## config.mk

```make
export PLATFORM = sky130hd
export DESIGN_NAME = imem_loader
export DESIGN_NICKNAME = d
export VERILOG_FILES = /design/src/rtl/imem_loader_pkg.sv /design/src/rtl/imem_loader_byte_packer.sv /design/src/rtl/imem_loader.sv
export SDC_FILE = /design/constraint.sdc
export NUM_CORES = 1
export LEC_CHECK = 0
export BUFFER_PORTS_ARGS = -buffer_cell sky130_fd_sc_hd__buf_2
export CAP_MARGIN = 20
export CORE_AREA = 3 3 111 113
export DETAILED_ROUTE_END_ITERATION = 8
export DIE_AREA = 0 0 114 116
export PLACE_DENSITY = 0.53
export SYNTH_ARGS = -nofsm -noshare
export SYNTH_HDL_FRONTEND = slang
export SYNTH_SLANG_ARGS = --single-unit
```

## constraint.sdc

```tcl
create_clock -name clk -period 5.25 [get_ports clk]
set_input_delay 1.575 -clock clk [delete_from_list [all_inputs] [get_ports clk]]
set_output_delay 1.575 -clock clk [all_outputs]
set_load 0.005 [all_outputs]
```

## src/rtl/imem_loader_pkg.sv

```systemverilog
// Shared definitions for the instruction-memory loader: default memory geometry
// and the loader state encoding, so the memory and the loader agree.
package imem_loader_pkg;

    localparam int DEF_DEPTH  = 64;
    localparam int DEF_ADDR_W = 6;

    typedef enum logic [2:0] {
        ST_IDLE  = 3'd0,
        ST_COUNT = 3'd1,
        ST_DATA  = 3'd2,
        ST_CHECK = 3'd3,
        ST_DONE  = 3'd4,
        ST_ERR   = 3'd5
    } loader_state_e;

endpackage

```

## src/rtl/imem_loader_byte_packer.sv

```systemverilog
// Assembles big-endian 32-bit words from a byte stream. The completing byte is
// passed straight through so the word is available in the cycle it arrives.
module byte_packer (
    input  logic        clk,
    input  logic        reset,
    input  logic        clear,
    input  logic        shift_en,
    input  logic [7:0]  byte_in,
    output logic [31:0] word_out,
    output logic        word_complete
);

    logic [1:0]  idx_q;
    logic [23:0] shreg_q;

    // The 4th byte never needs storing: the top registers the full word on its arrival.
    assign word_out      = {shreg_q, byte_in};
    assign word_complete = shift_en && (idx_q == 2'd3);

    always_ff @(posedge clk) begin
        if (reset || clear) begin
            idx_q   <= '0;
            shreg_q <= '0;
        end else if (shift_en) begin
            idx_q   <= idx_q + 2'd1;
            shreg_q <= {shreg_q[15:0], byte_in};
        end
    end

endmodule

```

## src/rtl/imem_loader.sv

```systemverilog
// Frame loader: count byte, 4*N big-endian data bytes, XOR checksum byte.
// Writes instruction memory and holds the core in reset until a verified image is resident.
module imem_loader
    import imem_loader_pkg::*;
#(
    parameter int DEPTH  = DEF_DEPTH,
    parameter int ADDR_W = DEF_ADDR_W
) (
    input  logic              clk,
    input  logic              reset,
    input  logic              start,
    input  logic [7:0]        rx_data,
    input  logic              rx_valid,
    output logic              rx_ready,
    output logic              imem_we,
    output logic [ADDR_W-1:0] imem_waddr,
    output logic [31:0]       imem_wdata,
    output logic              core_reset,
    output logic              busy,
    output logic              done,
    output logic              error,
    output logic [ADDR_W:0]   words_loaded,
    output loader_state_e     state_dbg
);

    // Handshake: a byte moves on a cycle where rx_valid && rx_ready; rx_ready is
    // registered and high only in COUNT/DATA/CHECK, and bytes never get dropped.
    localparam logic [8:0] DEPTH_LIM = 9'(DEPTH);

    loader_state_e   state_q, state_d;
    logic [ADDR_W:0] n_q;
    logic [7:0]      xor_q;
    logic            fire;
    logic            count_bad;
    logic            last_word;
    logic            pk_clear;
    logic            pk_shift;
    logic            pk_complete;
    logic [31:0]     pk_word;

    assign fire      = rx_valid && rx_ready;
    assign count_bad = (rx_data == 8'd0) || ({1'b0, rx_data} > DEPTH_LIM);
    assign last_word = ((words_loaded + 1'b1) == n_q);
    assign pk_shift  = (state_q == ST_DATA) && fire;
    assign pk_clear  = (state_q == ST_COUNT) && fire;
    assign state_dbg = state_q;

    byte_packer u_packer (
        .clk           (clk),
        .reset         (reset),
        .clear         (pk_clear),
        .shift_en      (pk_shift),
        .byte_in       (rx_data),
        .word_out      (pk_word),
        .word_complete (pk_complete)
    );

    always_comb begin
        state_d = state_q;
        case (state_q)
            ST_IDLE, ST_DONE, ST_ERR: if (start) state_d = ST_COUNT;
            ST_COUNT: if (fire) state_d = count_bad ? ST_ERR : ST_DATA;
            ST_DATA:  if (pk_complete && last_word) state_d = ST_CHECK;
            ST_CHECK: if (fire) state_d = (rx_data == xor_q) ? ST_DONE : ST_ERR;
            default:  state_d = ST_IDLE;
        endcase
    end

    // Status outputs are registered from the next state so they line up with state_q.
    always_ff @(posedge clk) begin
        if (reset) begin
            state_q      <= ST_IDLE;
            rx_ready     <= 1'b0;
            busy         <= 1'b0;
            done         <= 1'b0;
            error        <= 1'b0;
            core_reset   <= 1'b1;
            imem_we      <= 1'b0;
            imem_waddr   <= '0;
            imem_wdata   <= '0;
            words_loaded <= '0;
            n_q          <= '0;
            xor_q        <= '0;
        end else begin
            state_q    <= state_d;
            rx_ready   <= (state_d == ST_COUNT) || (state_d == ST_DATA) || (state_d == ST_CHECK);
            busy       <= (state_d == ST_COUNT) || (state_d == ST_DATA) || (state_d == ST_CHECK);
            done       <= (state_d == ST_DONE);
            error      <= (state_d == ST_ERR);
            core_reset <= (state_d != ST_DONE);
            imem_we    <= pk_complete;

            if (pk_complete) begin
                imem_waddr   <= words_loaded[ADDR_W-1:0];
                imem_wdata   <= pk_word;
                words_loaded <= words_loaded + 1'b1;
            end

            if ((state_q == ST_IDLE || state_q == ST_DONE || state_q == ST_ERR) && start) begin
                words_loaded <= '0;
            end

            // The checksum covers the count byte, so the running XOR starts from it.
            if (pk_clear && !count_bad) begin
                n_q          <= rx_data[ADDR_W:0];
                xor_q        <= rx_data;
                words_loaded <= '0;
            end

            if (pk_shift) begin
                xor_q <= xor_q ^ rx_data;
            end
        end
    end

endmodule

```

==> results.json <==
{
  "syn-mean-instance-area_um2": 8.287,
  "period_needed_ns": 3.163,
  "vdd_ir_drop_max_mv": 0.1540,
  "finalMaxSlewViolations": 0,
  "synth.top_cell.area_share": 0.4781,
  "drive_gt1_frac": 0.1947,
  "max_slew.worst_pin.slew_ns": 0.9798,
  "grt_antenna_before_repair": 0,
  "h_tree_lvls": 3,
  "synth_enable_flop_cells": 0,
  "yosysUniqueCellTypes": 52,
  "gp_congestion": 0.8052,
  "syn_inst": 475,
  "timing.final.setup_violations": 0,
  "cts-root-to-sink-buffers": 2,
  "core_region_area_um2": 11420,
  "antenna_violating_nets_post_route": 0,
  "r2r_slack_ns": 2.80,
  "grt_first_pass_wirelength_um": 16210,
  "mappedNetlistNets": 489,
  "grt_max_degree": 63,
  "finalNetCount": 534,
  "port_buffers": 65,
  "wl_per_cell_um": 14.78,
  "fin_tns_setup_ns": 0,
  "fp.dieW_um": 114,
  "worst_endpoint_data_arrival_time_ns": 3.42,
  "synth_top_cell_by_area": "sky130_fd_sc_hd__dfxtp_1",
  "async_set_or_reset_flop_fraction_in_the_synthesized_netlist": 0,
  "power_per_cell_area_nw_per_um2": 319.8,
  "netlist_top_cells_area": "sky130_fd_sc_hd__dfxtp_1 48%, sky130_fd_sc_hd__nand2_1 14%, sky130_fd_sc_hd__a21oi_1 9.2%",
  "gr-usage-all-layers": 0.1525,
  "clkSinkCount": 94,
  "drt_wl_total_um": 9859,
  "io_pins": 66,
  "critical_path.startpoint_type": "input port",
  "ctsResizeCount": 0,
  "floorplan.initialDensity": 0.3447,
  "critical_path.endpoint_type": "flip-flop",
  "netlist_area_um2": 3936,
  "synth-warning-count": 0,
  "buffer_cell_driving_the_clock_tree_root": "sky130_fd_sc_hd__clkbuf_16",
  "maxSlewHeadroom": 0.3468,
  "max-cap-violations": 0,
  "synth_seq_area_share": 0.4781,
  "die_h_um": 116,
  "clock_network_latency_to_the_later_pin_of_the_worst_skew_pair_ns": 0.34,
  "cp_data_required_time_ns": 5.50,
  "clk_transition_reported_paths_ns": 0.07,
  "cts_buffers": 9,
  "finClkSkew_ns": 0.01043,
  "grt.overflow.total": 0,
  "design_power_total_w": 0.001478,
  "fin_crit_sh": 0.6024,
  "vias_in_the_first_global_route": 3056,
  "synth_seq_cells": 94,
  "detailroute.via_count": 3311,
  "detail_route.iter0.violations": 188,
  "hp-class": "reg -> reg",
  "status": "complete, no violations",
  "tritoncts_clock_tree": "built",
  "design.die.area_um2": 13220,
  "syn2layout_area_growth_pct": 17.42,
  "timing.final.hold_violations": 0,
  "layout_common_cells": "144 x sky130_fd_sc_hd__nand2_1, 94 x sky130_fd_sc_hd__dfxtp_1, 72 x sky130_fd_sc_hd__a21oi_1",
  "unrepaired_setup_endpoints_after_global_routing": "false",
  "postSynth.topFlopCell": "sky130_fd_sc_hd__dfxtp_1",
  "critical_path_class": "in -> reg",
  "n_antenna_cell": 0,
  "drc": 0,
  "drt_pre_antenna_iters": 4,
  "leakagePower_nw": 1.748,
  "cts_hold_repair.buffers": 0,
  "placement_rows": 39,
  "fmax_mhz": 316.2,
  "final_common_cell": "sky130_fd_sc_hd__nand2_1",
  "timing.critical_path.fanout_max": 11,
  "routed_via_density": 4.964,
  "dpl.hpwl_um": 6524,
  "postCtsSetupBuffers": 0
}
routing by layer:
metal  GRT usage  share of wire  up-vias  wire length, um
met5           0              0        -                0
met4     0.04513         0.0075        0               74
met3     0.03499          0.053        7              526
met2      0.2311           0.45       57             4432
met1      0.2169           0.49     1563             4826
li1            -              -     1684                -
critical path, cell delays in order:
cell	delay, ns
sky130_fd_sc_hd__buf_2	0.14
sky130_fd_sc_hd__or4_4	0.56
sky130_fd_sc_hd__o21ai_4	0.20
sky130_fd_sc_hd__nand3_2	0.29
sky130_fd_sc_hd__a211o_2	0.43
sky130_fd_sc_hd__a221oi_2	0.21
path summary, 6_finish.rpt:
kind,startpoint,endpoint,cells after the start
setup / recovery,rx_data[0],xor_q[2],6
hold / removal,imem_wdata[23],imem_wdata[23],2
setup reg to reg,words_loaded[0],state_dbg[0],6
hold reg to reg,imem_wdata[23],imem_wdata[23],2
flip-flops by register name, summed over array words and instances (netlist names), 2 cells and up:
register	flops
n_q	7
state_dbg	3
xor_q	8
u_packer.idx_q	2
u_packer.shreg_q	24
imem_wdata	32
imem_waddr	6
words_loaded	7
report_power, final:
part	total [W]	leakage [nW]	internal [W]	switching, W
clock	0.000705	0.154	0.000420	0.000285
sequential	0.000720	0.757	0.000715	0.00000412
combinational	0.0000532	0.837	0.0000163	0.0000369
total	0.00148	1.75	0.00115	0.000326
layout make-up:
class | instances | area (um2)
timing repair buffer | 70 | 370.4
clock buffer | 9 | 225.2
multi-input combinational | 339 | 1847
clock inverter | 6 | 96.34
inverter | 6 | 22.52
sequential | 94 | 1882
fill | 1204 | 6797
tap | 143 | 178.9
synthesized netlist by cell type, types with 3 or more instances:
cell type,number
sky130_fd_sc_hd__nand4b_1,3
sky130_fd_sc_hd__a211o_1,4
sky130_fd_sc_hd__buf_4,3
sky130_fd_sc_hd__and3_1,3
sky130_fd_sc_hd__nand4_1,5
sky130_fd_sc_hd__nor2_1,21
sky130_fd_sc_hd__nor3_1,4
sky130_fd_sc_hd__xnor2_1,8
sky130_fd_sc_hd__nor3b_1,4
sky130_fd_sc_hd__or3_1,3
sky130_fd_sc_hd__clkbuf_1,26
sky130_fd_sc_hd__nand3_1,5
sky130_fd_sc_hd__a31oi_1,4
sky130_fd_sc_hd__buf_6,3
sky130_fd_sc_hd__mux2i_1,5
sky130_fd_sc_hd__inv_1,6
sky130_fd_sc_hd__a221oi_2,4
sky130_fd_sc_hd__a21oi_1,72
sky130_fd_sc_hd__xor2_1,15
sky130_fd_sc_hd__dfxtp_1,94
sky130_fd_sc_hd__nand2_1,144
metrics by stage:
stage,hold slack [ns],setup WS [ns],area [um2],util,cells
2_1_floorplan,0.4321,2.039,3936,-,475
3_3_place_gp,0.4401,1.779,4285,0.3753,651
3_5_place_dp,0.4470,1.750,4285,0.3753,651
4_1_cts,0.4562,2.109,4607,0.4035,666
5_1_grt,0.4722,2.005,4622,0.4048,667
6_report,0.4515,2.088,4622,0.4048,667
cells by family (layout without fill, tap and decap cells):
| logic type | Yosys count | in the layout | synth area share |
|---|---|---|---|
| muxes | 5 | 5 | 0.01272 |
| adders and majority gates | 2 | 2 | 0.006356 |
| xor gates and xnor gates | 24 | 24 | 0.05722 |
| buffers and inverters | 42 | 91 | 0.05276 |
| and+or+nand+nor | 206 | 206 | 0.2279 |
| AOI/OAI and AO/OA | 102 | 102 | 0.1650 |
| DFF | 94 | 94 | 0.4781 |
Power figures use the tool's default switching activity.
